### src/rtl/patcnt_pkg.sv
// ============================================================================
// Module      : patcnt_pkg
// Description : Shared types and constants for the bit-pattern count engine.
// Revision    : 1.0 - initial release
// ============================================================================
`default_nettype none

package patcnt_pkg;

    typedef enum logic [2:0] {
        IDLE  = 3'd0,
        LDPAT = 3'd1,
        SCAN  = 3'd2,
        WR0   = 3'd3,
        WR1   = 3'd4,
        WR2   = 3'd5,
        DONE  = 3'd6
    } state_t;

    localparam int PAT_ADDR_D = 32;
    localparam int RES_ADDR_D = 33;
    localparam int PAT_W      = 5;

    function automatic logic [2:0] popcount4(input logic [3:0] v);
        return {2'b00, v[0]} + {2'b00, v[1]} + {2'b00, v[2]} + {2'b00, v[3]};
    endfunction

endpackage

`default_nettype wire

### src/rtl/patcnt_match4.sv
// ============================================================================
// Module      : patcnt_match4
// Description : Compares the four 5-bit windows of an 8-bit source to a pattern.
// Revision    : 1.0 - initial release
// ============================================================================
`default_nettype none

module patcnt_match4
    import patcnt_pkg::*;
(
    input  logic [7:0]       src,
    input  logic [PAT_W-1:0] pat,
    output logic [3:0]       match
);

    for (genvar k = 0; k < 4; k++) begin : g_win
        assign match[k] = (src[k+4:k] == pat);
    end

endmodule

`default_nettype wire

### src/rtl/patcnt_engine.sv
// ============================================================================
// Module      : patcnt_engine
// Description : Reads a message and 5-bit pattern from memory, writes the
//               in-byte, any-in-byte and stream-wide match counts back.
//               Optional cycle counter output: define PATCNT_CYCLE_CNT_EN.
// Revision    : 1.0 - initial release
// ============================================================================
`default_nettype none

module patcnt_engine
    import patcnt_pkg::*;
#(
    parameter int NUM_BYTES = 32,
    parameter int PAT_ADDR  = PAT_ADDR_D,
    parameter int RES_ADDR  = RES_ADDR_D,
    parameter int AW        = 8
) (
    input  logic          clk,
    input  logic          reset,
    input  logic          start,
    output logic          done,
    output logic [AW-1:0] mem_addr,
    input  logic [7:0]    mem_rd_data,
    output logic          mem_wr_en,
    output logic [7:0]    mem_wr_data
`ifdef PATCNT_CYCLE_CNT_EN
    ,
    output logic [15:0]   cycle_cnt
`endif
);

    localparam int IDX_W = $clog2(NUM_BYTES);

    state_t           state;
    logic [IDX_W-1:0] idx;
    logic [PAT_W-1:0] pat;
    logic [3:0]       prev_lo;
    logic [7:0]       ctb;
    logic [7:0]       cto;
    logic [7:0]       cts;
    logic [AW-1:0]    addr_q;

    logic [7:0] cur;
    logic [7:0] cross_src;
    logic [3:0] m;
    logic [3:0] c;
    logic [2:0] pm;
    logic [2:0] pc;
    logic [7:0] ctb_nxt;
    logic [7:0] cto_nxt;
    logic [7:0] cts_nxt;
    logic       last;

    assign cur = mem_rd_data;
    // Crossing windows start in the previous byte's low nibble: x[11:4].
    assign cross_src = {prev_lo, cur[7:4]};

    patcnt_match4 u_match_in (
        .src   (cur),
        .pat   (pat),
        .match (m)
    );

    patcnt_match4 u_match_cross (
        .src   (cross_src),
        .pat   (pat),
        .match (c)
    );

    assign pm      = popcount4(m);
    assign pc      = popcount4(c);
    assign ctb_nxt = ctb + {5'b0, pm};
    assign cto_nxt = cto + {7'b0, |m};
    assign cts_nxt = cts + {5'b0, pm} + ((idx != '0) ? {5'b0, pc} : 8'd0);
    assign last    = (idx == IDX_W'(NUM_BYTES - 1));

    always_comb begin
        mem_addr = addr_q;
        case (state)
            LDPAT:   mem_addr = AW'(PAT_ADDR);
            SCAN:    mem_addr = AW'(idx);
            default: mem_addr = addr_q;
        endcase
    end

    always_ff @(posedge clk or negedge reset) begin
        if (!reset) begin
            state       <= IDLE;
            done        <= 1'b0;
            mem_wr_en   <= 1'b0;
            mem_wr_data <= 8'd0;
            addr_q      <= '0;
            idx         <= '0;
            pat         <= '0;
            prev_lo     <= 4'd0;
            ctb         <= 8'd0;
            cto         <= 8'd0;
            cts         <= 8'd0;
        end else begin
            case (state)
                IDLE: begin
                    if (start) state <= LDPAT;
                end
                LDPAT: begin
                    pat     <= mem_rd_data[PAT_W-1:0];
                    ctb     <= 8'd0;
                    cto     <= 8'd0;
                    cts     <= 8'd0;
                    prev_lo <= 4'd0;
                    idx     <= '0;
                    state   <= SCAN;
                end
                SCAN: begin
                    ctb     <= ctb_nxt;
                    cto     <= cto_nxt;
                    cts     <= cts_nxt;
                    prev_lo <= cur[3:0];
                    idx     <= idx + 1'b1;
                    if (last) begin
                        state       <= WR0;
                        mem_wr_en   <= 1'b1;
                        addr_q      <= AW'(RES_ADDR);
                        mem_wr_data <= ctb_nxt;
                    end
                end
                WR0: begin
                    state       <= WR1;
                    addr_q      <= AW'(RES_ADDR + 1);
                    mem_wr_data <= cto;
                end
                WR1: begin
                    state       <= WR2;
                    addr_q      <= AW'(RES_ADDR + 2);
                    mem_wr_data <= cts;
                end
                WR2: begin
                    state       <= DONE;
                    mem_wr_en   <= 1'b0;
                    mem_wr_data <= 8'd0;
                    addr_q      <= '0;
                    done        <= 1'b1;
                end
                DONE: begin
                    if (start) begin
                        state <= LDPAT;
                        done  <= 1'b0;
                    end
                end
                default: begin
                    state <= IDLE;
                    done  <= 1'b0;
                end
            endcase
        end
    end

`ifdef PATCNT_CYCLE_CNT_EN
    // Zero while in LDPAT, then counts every busy cycle; holds in IDLE/DONE.
    always_ff @(posedge clk or negedge reset) begin
        if (!reset) begin
            cycle_cnt <= 16'd0;
        end else if (state == IDLE || state == DONE) begin
            if (start) cycle_cnt <= 16'd0;
        end else begin
            cycle_cnt <= cycle_cnt + 16'd1;
        end
    end
`endif

endmodule

`default_nettype wire

### config.mk
export PLATFORM = sky130hd
export DESIGN_NAME = patcnt_engine
export DESIGN_NICKNAME = d
export VERILOG_FILES = /design/src/rtl/patcnt_pkg.sv /design/src/rtl/patcnt_match4.sv /design/src/rtl/patcnt_engine.sv
export SDC_FILE = /design/constraint.sdc
export NUM_CORES = 1
export LEC_CHECK = 0
export ABC_AREA = 1
export CAP_MARGIN = 20
export CORE_ASPECT_RATIO = 2
export CORE_UTILIZATION = 63
export CTS_CLUSTER_SIZE = 12
export DETAILED_ROUTE_END_ITERATION = 7
export PLACE_DENSITY = 0.91
export SLEW_MARGIN = 20
export SYNTH_ARGS = -nofsm -noshare
export SYNTH_HDL_FRONTEND = slang
export SYNTH_SLANG_ARGS = --single-unit
### constraint.sdc
create_clock -name clk -period 7.01 [get_ports clk]
set_clock_uncertainty 0.1 [all_clocks]
set_input_delay 1.402 -clock clk [delete_from_list [all_inputs] [get_ports clk]]
set_output_delay 1.402 -clock clk [all_outputs]
set_load 0.05 [all_outputs]
==> flow_metrics.py, run 1 <==
metrics = {
    "run_status": {
        "status": "finished, final reports clean",
    },
    "power_and_ir_drop": {
        "power_mw": 1.65,
        "leakagePower_nw": 2.04,
        "powerDensity_nw_per_um2": 419,
        "vdd_drop_max_v": 0.000388,
    },
    "floorplan": {
        "initial_core_util_pct": 66.0,
        "core_area_sq_um": 5420,
        "ios": 29,
        "dieArea_sq_um": 6000,
        "dieWidth_um": 55.3,
        "chipHeight_um": 109,
        "rows": 38,
    },
    "clock_tree": {
        "cts.sinks": 54,
        "htree_levels": 2,
        "tritoncts": "yes",
        "hold_buffers": 0,
        "clk_latency_ns": 0.33,
        "clk_pin_slew_ns": 0.10,
        "cts-buffers-inserted": 5,
        "post-cts-setup-buffers": 0,
        "root_buffer": "clkbuf_8",
        "clk_path_buf_depth": 2,
        "cts_resized": 0,
    },
    "route": {
        "routed_wl_um": 8890,
        "vias": 3230,
        "routedWlPerCell_um": 16.4,
        "final_antenna_net_count": 0,
        "dr.pass1.iters": 5,
        "drc": 0,
        "drtIter0Drc": 188,
        "avgViaCountPerCell": 5.95,
    },
    "global_route": {
        "overflow": 0,
        "antenna_found_initial": 0,
        "grt_first_pass_wirelength_um": 14600,
        "grt.total_usage_pct": 31.7,
        "grt_max_degree": 55,
        "grt_pass1_vias": 3268,
    },
    "yosys": {
        "synth_largest_area_cell": "dfrtp_1",
        "yosysMostFrequentCell": "nand2_1",
        "ys_types": 41,
        "synth-seq-cells": 54,
        "ys.flop_type": "dfrtp_1",
        "synth-async-reset-ratio_pct": 100,
        "synthCells": 467,
        "syn_area_sq_um": 3580,
        "synth_top_cells_by_count": "nand2_1, inv_1, dfrtp_1",
        "synth_edf_count": 0,
        "yosysSeqAreaShare_pct": 37.8,
        "yosysTopAreaCellShare_pct": 37.8,
        "synth_area_leaders": "dfrtp_1, nand2_1, inv_1",
        "syn_avg_cell_area_sq_um": 7.66,
        "synth_warnings": 0,
    },
    "worst_setup_path": {
        "crit_type": "input port to flip-flop",
        "critPathMostFrequentCell": "inv_1",
        "ff2ff_setup_slack_ns": 2.60,
        "reg2reg_from": "pat[4]$_DFFE_PN0P_",
        "cpPeakStageDelay_ns": 0.63,
        "cp.required_ns": 7.12,
        "crit_start": "mem_rd_data[4]",
        "cp.arrival_ns": 5.52,
        "crit_chain": "clkdlybuf4s50_1 > xnor2_1 > o221ai_1 > nor3_1 > nand2_1 > fa_1 > inv_1 > ha_1 > ha_1 > inv_1 > fa_1 > inv_1 > ha_1 > fa_1 > nand2_1 > inv_1 > nor2_1 > nor3_1 > nand3_1 > nor2_1 > a21oi_1",
        "cpLargestDelayFamily": "adder cells",
        "path_buf_inv": 5,
        "r2r_end": "cts[7]$_DFFE_PN0N_",
        "critPathLaunchType": "input port",
        "crit_fanout": 6,
        "rr_worst_depth": 20,
        "slowest_stage": "clkdlybuf4s50_1",
        "end_kind": "flip-flop",
    },
    "hold_path": {
        "hold-path-endpoint": "mem_wr_en$_DFFE_PN0P_",
        "hold_depth": 2,
        "hp-class": "flip-flop to flip-flop",
        "hp-start": "mem_wr_en$_DFFE_PN0P_",
    },
    "final_layout": {
        "nets": 517,
        "design_area_sq_um": 3940,
        "final_layout_size_suffix_gt1_share_pct": 4.35,
        "syn_to_final_growth_pct": 10.0,
        "antenna_cells": 0,
        "nFillCells": 426,
    },
    "job": {
        "cap_violations": 0,
    },
    "placement": {
        "dpl_cell_area_sq_um": 3820,
        "post-dp-hpwl_um": 6770,
        "portBuffers": 26,
        "gp_congestion": 0.974,
    },
    "timing": {
        "worst_slew_pin_slew_ns": 0.734,
        "maxSlewHeadroom_pct": 51.0,
        "fmax_ghz": 0.185,
        "tns_ns": 0,
        "whs_ns": 0.384,
        "fin_crit_ns": 5.41,
        "finalHoldViolations": 0,
        "finalMaxSlewViolations": 0,
        "rsz0062_at_grt": "false",
        "fin_crit_sh_pct": 77.2,
        "finalSetupViolCount": 0,
    },
}
-- flip-flops by register name, summed over array words and instances (netlist names) --
signal       cells
mem_wr_en        1
ctb              8
cto              8
pat              5
cts              8
idx              5
mem_wr_data      8
done             1
prev_lo          4
addr_q           3
state            3
-- layout make-up --
class                           instances  area (sq um)  share of cell area [%]
Inverter                               76           285                    7.25
Multi-Input combinational cell        317          1840                    46.7
Clock inverter                          3          47.5                    1.21
Sequential cell                        54          1350                    34.3
Clock buffer                            5          68.8                    1.75
Tap cell                               60          75.1                    1.91
Timing Repair Buffer                   28           270                    6.87
-- cell usage in the layout, fill, tap and decap left out, drive strengths merged, types with 2 or more instances in the layout --
cell and n:
nand2 105, inv 77, dfrtp 54, nor2 34, o21ai 33, nand3 28
clkdlybuf4s50 25, ha 18, o22ai 17, xor2 16, a21oi 13, nor3 8
nand4 7, xnor2 6, fa 6, nor4 5, clkbuf 5, o2111ai 4
o32ai 3, buf 3, conb 2
-- kinds of logic after synthesis --
kind of cell	count (synthesis)	share of synthesized area [%]
compound gates	77	12.7
xor+xnor	22	5.39
fa+ha+maj	24	9.66
buf+inv	97	11.0
flops	54	37.8
mux	1	0.280
other cells	1	0.105
simple gates	191	23.1
-- per-stage QoR --
stage / instances / utilization, % / setup slack (ns)
final: 543 / 72.6 / 1.60
after detailed placement: 535 / 70.5 / 1.29
after CTS: 543 / 72.6 / 1.61
after floorplan: 468 / - / 2.01
after global routing: 543 / 72.6 / 1.34
after global placement: 535 / 70.5 / 1.42
-- worst max path at each step --
stage,end,slack (ns),depth (start not counted)
floorplan,cts[7]$_DFFE_PN0N_,2.01,21
global placement,cts[7]$_DFFE_PN0N_,1.42,21
detailed placement,cts[7]$_DFFE_PN0N_,1.29,21
CTS,cts[7]$_DFFE_PN0N_,1.61,21
global route,cts[7]$_DFFE_PN0N_,1.34,21
finish,cts[7]$_DFFE_PN0N_,1.60,21
-- worst reg2reg max path: stages (launching register included) --
cell	delay, ns
dfrtp_1	0.68
xnor2_1	0.19
o221ai_1	0.13
nor3_1	0.19
nand2_1	0.13
fa_1	0.56
inv_1	0.04
ha_1	0.21
ha_1	0.30
inv_1	0.13
fa_1	0.42
inv_1	0.07
ha_1	0.18
fa_1	0.20
nand2_1	0.06
inv_1	0.07
nor2_1	0.04
nor3_1	0.26
nand3_1	0.17
nor2_1	0.13
a21oi_1	0.05
-- report_power, final --
group	switching (mW)	total [mW]	internal [mW]	leakage, nW
Clock	0.111	0.220	0.108	0.0587
Sequential	0.132	0.547	0.414	0.713
Combinational	0.592	0.884	0.291	1.26
-- layer usage --
layer	vias up	routed length (um)	track usage [%]
met3	33	289	4.31
met5	-	0	0
li1	1538	-	-
met4	0	478	22.3
met1	1561	3150	30.3
met2	98	4970	60.6
Power figures use the tool's default switching activity.
==> run 2: changes to the inputs <==
--- a/config.mk
+++ b/config.mk
@@ -8,10 +8,10 @@
 export ABC_AREA = 1
 export CAP_MARGIN = 20
 export CORE_ASPECT_RATIO = 2
-export CORE_UTILIZATION = 63
+export CORE_UTILIZATION = 53
 export CTS_CLUSTER_SIZE = 12
 export DETAILED_ROUTE_END_ITERATION = 7
-export PLACE_DENSITY = 0.91
+export PLACE_DENSITY = 0.83
 export SLEW_MARGIN = 20
 export SYNTH_ARGS = -nofsm -noshare
 export SYNTH_HDL_FRONTEND = slang
==> constraint.sdc (replaced) <==
create_clock -name clk -period 4.5 [get_ports clk]
set_clock_uncertainty 0.1 [all_clocks]
set_input_delay 0.9 -clock clk [delete_from_list [all_inputs] [get_ports clk]]
set_output_delay 0.9 -clock clk [all_outputs]
set_load 0.05 [all_outputs]
==> run 2 against run 1 <==
  * Wire length rose by 8.6%
  * Core utilization fell by 7.4 points
  * Global-route usage fell by 2.0 points
  * Register-to-register slack got worse by 2.4 ns
  * Final cell count rose by 10%
  * Flip-flop and latch count did not move
  * Hold slack got worse by 0.016 ns
  * First-iteration DRC count rose by 70%
  * Via count rose by 6.2%
  * Largest cell class unchanged
==> flow_metrics.py, run 2 (synthesized netlist as in run 1, its figures left out) <==
metrics = {
    "run_status": {
        "status": "finished, final reports clean",
    },
    "placement": {
        "dpl.cell_count": 584,
        "dpl_cell_area_sq_um": 4010,
        "dp_worst_setup_slack_ns": -0.604,
        "gp_congestion": 0.896,
        "portBuffers": 26,
        "post-dp-hpwl_um": 6740,
    },
    "route": {
        "final_antenna_net_count": 0,
        "avgViaCountPerCell": 5.74,
        "routed_wl_um": 9650,
        "drc": 0,
        "routedWlPerCell_um": 16.1,
        "vias": 3430,
        "drtIter0Drc": 319,
        "dr.pass1.iters": 5,
    },
    "floorplan": {
        "rows": 42,
        "ios": 29,
        "core_area_sq_um": 6570,
        "initial_core_util_pct": 54.4,
        "dieWidth_um": 60.1,
        "chipHeight_um": 118,
        "dieArea_sq_um": 7100,
    },
    "final_layout": {
        "mostFrequentLayoutCell": "nand2_1",
        "design_area_sq_um": 4290,
        "final_util_pct": 65.2,
        "nets": 545,
        "final_layout_size_suffix_gt1_share_pct": 13.9,
        "syn_to_final_growth_pct": 19.8,
        "multi_input_area_sq_um": 1910,
        "antenna_cells": 0,
        "fin_cells": 598,
        "nFillCells": 541,
        "seq_area_sq_um": 1350,
        "final_cell_mix": "nand2_1, inv_1, dfrtp_1, o21ai_0, nor2_1",
    },
    "power_and_ir_drop": {
        "powerDensity_nw_per_um2": 636,
        "power_mw": 2.73,
        "vdd_drop_max_v": 0.000468,
        "leakagePower_nw": 2.21,
    },
    "worst_setup_path": {
        "crit_fanout": 3,
        "critPathLaunchType": "input port",
        "slowest_stage": "fa_1",
        "crit_type": "input port to flip-flop",
        "cpPeakStageDelay_ns": 0.56,
        "cp.required_ns": 4.63,
        "ff2ff_setup_slack_ns": 0.25,
        "end_kind": "flip-flop",
        "cpLargestDelayFamily": "adder cells",
        "crit_chain": "buf_2 > buf_4 > xor2_1 > nor3_2 > nand3_2 > fa_1 > inv_1 > ha_2 > ha_4 > inv_2 > fa_1 > inv_2 > ha_4 > fa_2 > nand2_1 > inv_1 > nor2_2 > nor3_2 > nand3_1 > nor2_1 > a21oi_1",
        "path_buf_inv": 6,
        "cp.arrival_ns": 4.48,
    },
    "timing": {
        "maxSlewHeadroom_pct": 59.8,
        "finalMaxSlewViolations": 0,
        "fmax_ghz": 0.229,
        "layout_setup_ws_ns": 0.143,
        "finalSetupViolCount": 0,
        "worst_slew_pin_slew_ns": 0.602,
        "fin_crit_sh_pct": 96.8,
        "tns_ns": 0,
        "fin_crit_ns": 4.36,
        "finalHoldViolations": 0,
        "whs_ns": 0.368,
    },
    "global_route": {
        "grt_first_pass_wirelength_um": 15700,
        "grt_pass1_vias": 3398,
        "overflow": 0,
        "antenna_found_initial": 0,
        "grt_max_degree": 31,
        "grt.total_usage_pct": 29.7,
    },
    "clock_tree": {
        "clk_path_buf_depth": 2,
        "cts-buffers-inserted": 5,
        "root_buffer": "clkbuf_16",
        "cts.sinks": 54,
        "clk_pin_slew_ns": 0.07,
        "clk_latency_ns": 0.30,
        "tritoncts": "yes",
        "hold_buffers": 0,
        "htree_levels": 2,
    },
    "hold_path": {
        "hp-class": "flip-flop to flip-flop",
    },
    "job": {
        "cap_violations": 0,
    },
}
==> run 2: cell types whose count changed in the layout (fill, tap and decap cells not counted), moves of 5 or more <==
| cell | before | now |
|---|---|---|
| inv_1 | 75 | 68 |
| buf_4 | 2 | 28 |
| clkdlybuf4s50_1 | 25 | 17 |
| inv_2 | 1 | 7 |
| clkbuf_16 | 0 | 5 |
| clkbuf_8 | 5 | 0 |
==> run 2: area by class of cell <==
| cell class | instances | share of cell area (%) |
|---|---|---|
| clock buffers | 5 | 2.92 |
| clock inverters | 2 | 0.321 |
| inverters | 76 | 6.72 |
| multi-input cells | 317 | 44.7 |
| flip-flops and latches | 54 | 31.5 |
| well taps | 88 | 2.57 |
| repair buffers | 56 | 11.3 |
==> run 2: final timing paths <==
path / start / end / cells past startpoint
setup / recovery: mem_rd_data[3] / cts[7]$_DFFE_PN0N_ / 21
hold / removal: cto[4]$_DFFE_PN0N_ / cto[4]$_DFFE_PN0N_ / 1
setup reg to reg: pat[4]$_DFFE_PN0P_ / cts[7]$_DFFE_PN0N_ / 19
hold reg to reg: cto[4]$_DFFE_PN0N_ / cto[4]$_DFFE_PN0N_ / 1
max in group asynchronous: reset / prev_lo[0]$_DFFE_PN0N_ / 2
min in group asynchronous: reset / idx[2]$_DFFE_PN0N_ / 1
==> run 2: metal layers <==
layer / GRT usage (%) / wire length (um) / share of wire [%]
met1: 31.3 / 3370 / 35
met2: 49.7 / 5100 / 53
met3: 6.89 / 523 / 5.4
met4: 20.2 / 663 / 6.9
met5: 0 / 0 / 0
==> run 2: power by group <==
part	internal [mW]	switching, mW
clock network	0.204	0.177
logic	0.512	0.996
registers	0.647	0.191
==> run 2: timing repair <==
action / CTS / global route
setup endpoints to repair: 4 / 4
resized for setup: 19 / 19
setup buffers: 3 / 4
pin swaps: 7 / 13
